===== config.mk =====
export PLATFORM = sky130hd
export DESIGN_NAME = i2c_target_core
export DESIGN_NICKNAME = d
export VERILOG_FILES = /design/src/rtl/i2c_target_pkg.sv /design/src/rtl/i2c_bus_sync.sv /design/src/rtl/i2c_target_core.sv
export SDC_FILE = /design/constraint.sdc
export NUM_CORES = 1
export LEC_CHECK = 0
export ABC_AREA = 1
export CORE_ASPECT_RATIO = 0.7
export CORE_MARGIN = 3
export CORE_UTILIZATION = 40
export CTS_CLUSTER_DIAMETER = 60
export DETAILED_ROUTE_END_ITERATION = 10
export GPL_ROUTABILITY_DRIVEN = 0
export SYNTH_ARGS = -nofsm -noshare
export SYNTH_HDL_FRONTEND = slang
export SYNTH_SLANG_ARGS = --single-unit

===== constraint.sdc =====
create_clock -name aclk -period 1.7 [get_ports aclk]
set_input_delay 0.425 -clock aclk [delete_from_list [all_inputs] [get_ports aclk]]
set_output_delay 0.425 -clock aclk [all_outputs]
set_load 0.02 [all_outputs]

===== src/rtl/i2c_target_pkg.sv =====
// Shared types and constants for the I2C target engine.
// Imported by the bus synchronizer and the target core.
package i2c_target_pkg;

    typedef enum logic [2:0] {
        ST_IDLE     = 3'd0,
        ST_ADDR     = 3'd1,
        ST_ADDR_ACK = 3'd2,
        ST_WR_BYTE  = 3'd3,
        ST_WR_ACK   = 3'd4,
        ST_RD_LOAD  = 3'd5,
        ST_RD_BYTE  = 3'd6,
        ST_RD_ACK   = 3'd7
    } state_t;

    localparam logic ACK  = 1'b0;
    localparam logic NACK = 1'b1;

    localparam int CNT_W = 3;
    localparam logic [CNT_W-1:0] CNT_MAX = '1;

endpackage


===== src/rtl/i2c_bus_sync.sv =====
// SCL/SDA synchronizer with one history flop.
// Decodes SCL edges and START/STOP conditions.
module i2c_bus_sync #(
    parameter int SYNC_STAGES = 2
) (
    input  logic aclk,
    input  logic aresetn,
    input  logic scl_in,
    input  logic sda_in,
    output logic scl,
    output logic sda,
    output logic scl_rise,
    output logic scl_fall,
    output logic start,
    output logic stop
);

    logic [SYNC_STAGES-1:0] r_scl_sync;
    logic [SYNC_STAGES-1:0] r_sda_sync;
    logic                   r_scl_hist;
    logic                   r_sda_hist;

    // Idle bus is high, so everything resets to 1.
    always_ff @(posedge aclk or negedge aresetn) begin
        if (!aresetn) begin
            r_scl_sync <= '1;
            r_sda_sync <= '1;
            r_scl_hist <= 1'b1;
            r_sda_hist <= 1'b1;
        end else begin
            r_scl_sync <= {r_scl_sync[SYNC_STAGES-2:0], scl_in};
            r_sda_sync <= {r_sda_sync[SYNC_STAGES-2:0], sda_in};
            r_scl_hist <= r_scl_sync[SYNC_STAGES-1];
            r_sda_hist <= r_sda_sync[SYNC_STAGES-1];
        end
    end

    assign scl      = r_scl_sync[SYNC_STAGES-1];
    assign sda      = r_sda_sync[SYNC_STAGES-1];
    assign scl_rise = scl & ~r_scl_hist;
    assign scl_fall = ~scl & r_scl_hist;
    assign start    = scl & r_scl_hist & r_sda_hist & ~sda;
    assign stop     = scl & r_scl_hist & ~r_sda_hist & sda;

endmodule


===== src/rtl/i2c_target_core.sv =====
// I2C target engine: address match, write byte stream out,
// read byte stream in, open-drain SDA drive.
module i2c_target_core
    import i2c_target_pkg::*;
#(
    parameter logic [6:0] OWN_ADDR    = 7'h50,
    parameter int         SYNC_STAGES = 2
) (
    input  logic       aclk,
    input  logic       aresetn,
    input  logic       scl_in,
    input  logic       sda_in,
    output logic       sda_oe,
    output logic [7:0] rx_data,
    output logic       rx_valid,
    input  logic       rx_ready,
    input  logic [7:0] tx_data,
    input  logic       tx_valid,
    output logic       tx_ready,
    output logic       busy,
    output logic       start_det,
    output logic       stop_det,
    output logic       tx_underrun
);

    logic w_scl;
    logic w_sda;
    logic w_scl_rise;
    logic w_scl_fall;
    logic w_start;
    logic w_stop;

    i2c_bus_sync #(
        .SYNC_STAGES(SYNC_STAGES)
    ) u_sync (
        .aclk    (aclk),
        .aresetn (aresetn),
        .scl_in  (scl_in),
        .sda_in  (sda_in),
        .scl     (w_scl),
        .sda     (w_sda),
        .scl_rise(w_scl_rise),
        .scl_fall(w_scl_fall),
        .start   (w_start),
        .stop    (w_stop)
    );

    state_t           r_state, n_state;
    logic [CNT_W-1:0] r_cnt, n_cnt;
    logic [7:0]       r_shift, n_shift;
    logic             r_rw, n_rw;
    logic             r_phase, n_phase;
    logic             r_acked, n_acked;
    logic             r_sda_oe, n_sda_oe;
    logic             r_busy, n_busy;
    logic [7:0]       r_rx_data, n_rx_data;
    logic             r_rx_valid, n_rx_valid;
    logic             r_tx_ready, n_tx_ready;
    logic             r_start_det, n_start_det;
    logic             r_stop_det, n_stop_det;
    logic             r_underrun, n_underrun;

    logic       w_rise;
    logic       w_fall;
    logic [7:0] w_shift_in;
    logic [7:0] w_load_byte;
    logic       w_wr_resp;
    logic       w_do_load;

    assign w_rise      = w_scl_rise & w_scl;
    assign w_fall      = w_scl_fall;
    assign w_shift_in  = {r_shift[6:0], w_sda};
    assign w_load_byte = tx_valid ? tx_data : 8'hFF;
    assign w_wr_resp   = rx_ready ? ACK : NACK;

    // Read bytes are loaded on the very fall that opens the bit slot.
    assign w_do_load = w_fall & ~w_start & ~w_stop &
                       ((r_state == ST_RD_LOAD) |
                        ((r_state == ST_ADDR_ACK) & r_phase & r_rw));

    always_ff @(posedge aclk or negedge aresetn) begin
        if (!aresetn) begin
            r_state     <= ST_IDLE;
            r_cnt       <= CNT_MAX;
            r_shift     <= 8'h00;
            r_rw        <= 1'b0;
            r_phase     <= 1'b0;
            r_acked     <= 1'b0;
            r_sda_oe    <= 1'b0;
            r_busy      <= 1'b0;
            r_rx_data   <= 8'h00;
            r_rx_valid  <= 1'b0;
            r_tx_ready  <= 1'b0;
            r_start_det <= 1'b0;
            r_stop_det  <= 1'b0;
            r_underrun  <= 1'b0;
        end else begin
            r_state     <= n_state;
            r_cnt       <= n_cnt;
            r_shift     <= n_shift;
            r_rw        <= n_rw;
            r_phase     <= n_phase;
            r_acked     <= n_acked;
            r_sda_oe    <= n_sda_oe;
            r_busy      <= n_busy;
            r_rx_data   <= n_rx_data;
            r_rx_valid  <= n_rx_valid;
            r_tx_ready  <= n_tx_ready;
            r_start_det <= n_start_det;
            r_stop_det  <= n_stop_det;
            r_underrun  <= n_underrun;
        end
    end

    always_comb begin
        n_state     = r_state;
        n_cnt       = r_cnt;
        n_shift     = r_shift;
        n_rw        = r_rw;
        n_phase     = r_phase;
        n_acked     = r_acked;
        n_sda_oe    = r_sda_oe;
        n_busy      = r_busy;
        n_rx_data   = r_rx_data;
        n_rx_valid  = 1'b0;
        n_tx_ready  = 1'b0;
        n_start_det = 1'b0;
        n_stop_det  = 1'b0;
        n_underrun  = r_underrun;

        if (w_start) begin
            n_state     = ST_ADDR;
            n_cnt       = CNT_MAX;
            n_shift     = 8'h00;
            n_phase     = 1'b0;
            n_sda_oe    = 1'b0;
            n_start_det = 1'b1;
            n_underrun  = 1'b0;
        end else if (w_stop) begin
            n_state    = ST_IDLE;
            n_sda_oe   = 1'b0;
            n_busy     = 1'b0;
            n_stop_det = 1'b1;
        end else begin
            unique case (r_state)
                ST_IDLE: begin
                end
                ST_ADDR: begin
                    if (w_rise) begin
                        n_shift = w_shift_in;
                        if (r_cnt != '0) begin
                            n_cnt = r_cnt - 1'b1;
                        end else if (w_shift_in[7:1] == OWN_ADDR) begin
                            n_state = ST_ADDR_ACK;
                            n_busy  = 1'b1;
                            n_rw    = w_shift_in[0];
                            n_phase = 1'b0;
                        end else begin
                            n_state = ST_IDLE;
                            n_busy  = 1'b0;
                        end
                    end
                end
                ST_ADDR_ACK: begin
                    if (w_fall) begin
                        if (!r_phase) begin
                            n_sda_oe = ~ACK;
                            n_phase  = 1'b1;
                        end else if (!r_rw) begin
                            n_sda_oe = 1'b0;
                            n_state  = ST_WR_BYTE;
                            n_cnt    = CNT_MAX;
                            n_phase  = 1'b0;
                        end
                    end
                end
                ST_WR_BYTE: begin
                    if (w_rise) begin
                        n_shift = w_shift_in;
                        if (r_cnt == '0) n_phase = 1'b1;
                        else             n_cnt   = r_cnt - 1'b1;
                    end else if (w_fall && r_phase) begin
                        n_rx_data  = r_shift;
                        n_rx_valid = 1'b1;
                        n_acked    = rx_ready;
                        n_sda_oe   = ~w_wr_resp;
                        n_state    = ST_WR_ACK;
                    end
                end
                ST_WR_ACK: begin
                    if (w_fall) begin
                        n_sda_oe = 1'b0;
                        if (r_acked) begin
                            n_state = ST_WR_BYTE;
                            n_cnt   = CNT_MAX;
                            n_phase = 1'b0;
                        end else begin
                            n_state = ST_IDLE;
                            n_busy  = 1'b0;
                        end
                    end
                end
                ST_RD_LOAD: begin
                end
                ST_RD_BYTE: begin
                    if (w_fall) begin
                        if (r_cnt == '0) begin
                            n_sda_oe = 1'b0;
                            n_state  = ST_RD_ACK;
                        end else begin
                            n_shift  = {r_shift[6:0], 1'b0};
                            n_sda_oe = ~r_shift[6];
                            n_cnt    = r_cnt - 1'b1;
                        end
                    end
                end
                ST_RD_ACK: begin
                    if (w_rise) begin
                        if (w_sda == ACK) begin
                            n_state = ST_RD_LOAD;
                        end else begin
                            n_state = ST_IDLE;
                            n_busy  = 1'b0;
                        end
                    end
                end
                default: n_state = ST_IDLE;
            endcase

            if (w_do_load) begin
                n_shift    = w_load_byte;
                n_sda_oe   = ~w_load_byte[7];
                n_cnt      = CNT_MAX;
                n_state    = ST_RD_BYTE;
                n_tx_ready = tx_valid;
                if (!tx_valid) n_underrun = 1'b1;
            end
        end
    end

    assign sda_oe      = r_sda_oe;
    assign rx_data     = r_rx_data;
    assign rx_valid    = r_rx_valid;
    assign tx_ready    = r_tx_ready;
    assign busy        = r_busy;
    assign start_det   = r_start_det;
    assign stop_det    = r_stop_det;
    assign tx_underrun = r_underrun;

endmodule


* After elaboration in Yosys (flattened, before gate mapping) *
Index checks and enable logic that the tools add are counted.

storage, ports and cells
  register bits after elaboration = 38
  bits in latches = 0
  RAM bits = 0
  memory bits (read-only) = 0
  input port bits = 14
  output and inout bits = 15
  memories kept = 0

cells by class
  add/sub/neg operators = 1
  multipliers = 0
  divide/modulo/power cells = 0
  order comparisons = 0
  equal/unequal tests = 47
  shift operators = 0
  multiplexer cells = 89
  bitwise operators = 24
  reduce and logical (&&, ||, !) cells = 20

operators with widths
  kind                                                             number
  3-bit 2-to-1 mux                                                 28
  8-bit 2-to-1 mux                                                 7
  5-bit inequality test, second input constant                     11
  1-bit 2-to-1 mux                                                 46
  4-bit inequality test, second input constant                     10
  3-bit inequality test, second input constant                     13
  3-bit case mux with 6 select lines                               1
  8-bit case mux with 2 select lines                               1
  3-bit case mux with 5 select lines                               1
  7-bit nonzero test                                               2
  1-bit bitwise AND                                                13
  3-bit == test, second input constant                             4
  12-bit AND reduction                                             1
  11-bit AND reduction                                             1
  1-bit NOT                                                        10
  10-bit AND reduction                                             1
  5-bit AND reduction                                              2
  9-bit nonzero test                                               1
  1-bit case mux with 4 select lines                               2
  8-bit AND reduction                                              1
  4-bit nonzero test                                               2
  7-bit == test, second input constant                             1
  7-bit AND reduction                                              1
  3-bit by 2-bit == test with 1-bit output, second input constant  2
  other kinds (18)                                                 19

* Longest topological paths before layout *
Gate-level depths: netlist (run 1).

  word-level depth = 10
  gate-level depth with buffers = 13

* By module *
Synthesis (run 1) repeated with hierarchy kept, for this count alone.

second synthesis, totals
  cells, all modules = 299
  area total of the unflattened synthesis = 2,198.4 um^2

modules (own cells, without submodules)
  module           times used  cells each  area each (um^2)  sequential area each (um^2)
  i2c_target_core  1           282         1,999.4           804.5
  i2c_bus_sync     1           17          198.9             157.7

* Least setup slack after synthesis (run 1) *
No wires, ideal clock.

  path kind = register -> register
  from = register r_cnt[0]
  to = register r_state[0]
  library setup time = 117 ps
  arrival = 1,449 ps
  required time = 1,583 ps
  slack = 134 ps
  cell stages (with the launch flop) = 14
  path buffers = 0
  path through = dfstp_2 -> inv_1 -> ha_1 -> inv_1 -> nor2_1 -> inv_1 -> nand2_1 -> nand2_1 -> nor2_1 -> inv_1 -> nand3_1 -> nand3_1 -> nand2_1 -> nand2_1

between the ends
  word-level cells in the longest chain between the ends = 3
  elaborated cells on any way between the ends = 5

ends and longest elaborated chain
  element                                                         RTL line                                        source
  from (decl)                                                     i2c_target_core.sv:49                           logic [CNT_W-1:0] r_cnt, n_cnt;
  from (signal assigned)                                          i2c_target_core.sv:99                           r_cnt <= n_cnt;
  3-bit logical NOT / 3-bit nonzero test (equally long branches)  i2c_target_core.sv:207, i2c_target_core.sv:151
  5-bit inequality test (no line)                                 n/a
  12-bit AND reduction (no line) *                                n/a
  to (signal assigned)                                            i2c_target_core.sv:98                           r_state <= n_state;
  to (decl)                                                       i2c_target_core.sv:48                           state_t r_state, n_state;

Mark *: on every way between the ends. The rest lies on a longest branch, timed or not.
A chain may end at the register's enable or synchronous reset.

* Worst setup path in the final report (run 1) *
  from = register r_sda_oe, in the netlist sda_oe
  to = output port sda_oe

RTL lines
  element                 RTL line                source
  from (decl)             i2c_target_core.sv:54   logic r_sda_oe, n_sda_oe;
  from (signal assigned)  i2c_target_core.sv:104  r_sda_oe <= n_sda_oe;
  to (decl)               i2c_target_core.sv:13   output logic sda_oe,

No word-level cell between the ends.

==> results of run 1 <==
[power breakdown]
| part | total, µW | internal [µW] | switching (µW) |
|---|---|---|---|
| Sequential | 1250 | 1120 | 138 |
| Combinational | 1670 | 668 | 1000 |
| Clock | 966 | 626 | 340 |
| Total | 3890 | 2410 | 1480 |
[final cells by class]
type | instances | area (µm²) | area share
clock inverter | 2 | 60.1 | 0.0196
clock buffer | 6 | 82.6 | 0.0269
inverter | 39 | 151 | 0.0493
sequential | 38 | 965 | 0.314
timing repair buffer | 59 | 548 | 0.179
multi-input combinational | 221 | 1170 | 0.382
tap | 72 | 90.1 | 0.0294
[worst paths after layout]
kind	start	end	slack, ns	cells after the start
setup / recovery	sda_oe$_DFFE_PN0P_	sda_oe	0.04	1
hold reg to reg	u_sync.r_scl_sync[0]$_DFF_PN1_	u_sync.r_scl_sync[1]$_DFF_PN1_	0.36	0
max in group asynchronous	aresetn	u_sync.r_sda_hist$_DFF_PN1_	1.36	2
min in group aclk	u_sync.r_scl_sync[0]$_DFF_PN1_	u_sync.r_scl_sync[1]$_DFF_PN1_	0.36	0
hold / removal	aresetn	r_state[2]$_DFFE_PN0P_	0.07	2
setup reg to reg	u_sync.r_scl_hist$_DFF_PN1_	r_phase$_DFFE_PN0P_	0.06	8
[routing by layer]
metal  up-vias  global-route usage
met4         0              0.0665
li1       1096                   -
met1      1002               0.282
met3        11              0.0538
met2        76               0.260
met5         -                   0
[flip-flops by register name, summed over array words and instances (netlist names), 2 cells and up]
signal / count
rx_data: 8
r_cnt: 3
r_state: 3
r_shift: 8
u_sync.r_scl_sync: 2
u_sync.r_sda_sync: 2
[cells in the final DEF, fill, tap and decap left out, drive strengths merged, types with 6 or more instances in the layout]
cell	count
inv	39
o21ai	30
clkdlybuf4s50	17
nor2	29
clkbuf	6
dfstp	9
dfrtp	29
nand4	7
dlymetal6s2s	6
buf	32
nand3	35
nand2	98
a21oi	14
[logic make-up (layout without fill, tap and decap cells)]
kind of cell | count (synthesis) | after routing
AOI/OAI and AO/OA | 46 | 46
xor gates and xnor gates | 1 | 1
adders and majority gates | 2 | 2
buffers and inverters | 46 | 106
DFF | 38 | 38
and+or+nand+nor | 171 | 172
[through the flow]
step | worst slack [ns] | util | cell area, µm²
CTS | 0.00603 | 0.545 | 2890
global placement | -0.0442 | 0.518 | 2750
detailed placement | -0.0335 | 0.518 | 2750
global route | -0.0604 | 0.577 | 3070
finish | 0.0383 | 0.577 | 3070
floorplan | 0.134 | - | 2220
[timing repair]
action                     in CTS  in global routing
pin swaps                       0                 12
cloned                          0                  1
setup buffers                   0                  6
resized for setup               5                 43
setup endpoints to repair       5                 23
==> summary.txt, run 1 <==
Crit path max-delay family -> buffers and inverters
Final max-slew violation count -> 0
Post-synth top flop -> dfrtp_1
Post-synthesis sequential area ratio -> 0.433
Initial antenna violation count -> 0
Status -> finished clean
Slowest stage cell, crit path -> clkdlybuf4s50_1
Fin crit share -> 0.977
Area delta synth->final -> 38.2%
Worst path bufs/invs -> 1
Synth Instances -> 304
WL met2 -> 2.46 mm
CTS sink cnt -> 38
Die height -> 68.3 µm
Synth Area per Inst -> 7.30 µm²
Vias in the first global route -> 1881
Layout Cells excl Fill -> 437
Max-cap violations -> 0
CP startpoint kind -> flop
Area leader, netlist -> dfrtp_1
Clk pin slew, worst setup/hold paths -> 0.08 ns
Crit-path cells -> clkdlybuf4s50_1
Placed insts -> 422
Post-synthesis mux area share -> 0
Maximum vdd ir drop -> 602 µV
GRT overflow -> 0
Skew-Pair Late Insertion Delay -> 0.30 ns
Met3 WL -> 448 µm
Tot GR Track Use -> 0.190
Post-synth EDFFs -> 0
Total number of vias -> 2185
Unrepaired setup endpoints after global routing -> yes
Count leader, synth -> nand2_1
Fraction of registers with async set/reset -> 1.00
Starting Density -> 0.418
Core outline area -> 5310 µm²
Die width -> 95.0 µm
CTS tree -> yes
First-pass GRT wire length -> 9.16 mm
Synth Area in Simple Gates -> 0.353
Worst Hold Slack -> 0.0697 ns
Top layer used by detailed routing -> met4
Final setup viols -> 0
Maximum number of pins on one net before global-route repair -> 39
Antenna violation net count after detailed routing -> 0
DR iter-0 viols -> 203
PwrDens -> 1270 nW/µm²
CP Data Required Time -> 1.27 ns
Final min period -> 1.66 ns
CP Class -> reg -> out
Critical path arrival -> 1.24 ns
# fillers -> 470
Die area -> 6490 µm²
Xor-xnor portion of the synthesized cell area -> 0.00395
Class of the worst hold path -> in -> async
Leak -> 0.00172 µW
Top cells by area, synth -> dfrtp_1, nand2_1, dfstp_2, nand3_1, inv_1
Final nets -> 380
Commonest cells in the netlist -> nand2_1, inv_1, dfrtp_1, nand3_1, nor2_1
Total power -> 3890 µW
CTS hold repair buffers -> 0
Main combinational cell family by area after synthesis -> simple AND/OR/NAND/NOR gates
Layout cells sized above 1 -> 0.274
CP max FO -> 2
Synth warn -> 0
Total Wirelength -> 5.92 mm
Antenna Cells -> 0
Clock Skew -> 0.00595 ns
CP endpoint kind -> primary output
Critical path's largest stage delay -> 0.60 ns
Num CTS Buffers -> 5
# DRC -> 0
WL/cell -> 13.5 µm
Synth Cell Area -> 2220 µm²
Synth cell types -> 26
Adder-cell share of the synthesized area -> 0.0113
IO Port Bufs -> 28
Syn_nets -> 320
Pin slew with the least headroom to its limit -> 0.406 ns
Cell Rows -> 22
Maximum clock frequency -> 602 MHz
Vias per inst -> 5.00
Normalized max-slew margin -> 0.729
Endpoints failing hold -> 0
Fin Setup TNS -> 0 ns
WL met1 -> 2.91 mm
I/O pins -> 29
First-pass DRT Iterations -> 4
Max H-tree Level -> 2
Compound-Gate Fraction of Synth Area -> 0.110
Clk buf depth -> 2
Yosys top cell area share -> 0.327
HPWL after DPL -> 4.31 mm
Yosys reg bits -> 38
Clock Root Buffer -> clkbuf_8
Note: power is estimated with default switching activity, not from simulation.
==> run 2: changes to the inputs <==
CAP_MARGIN = 20   (was unset)
CTS_BUF_LIST = sky130_fd_sc_hd__clkbuf_8   (was unset)
==> results of run 2 <==
Final layout, timing and power as in run 1 (identical DEF).
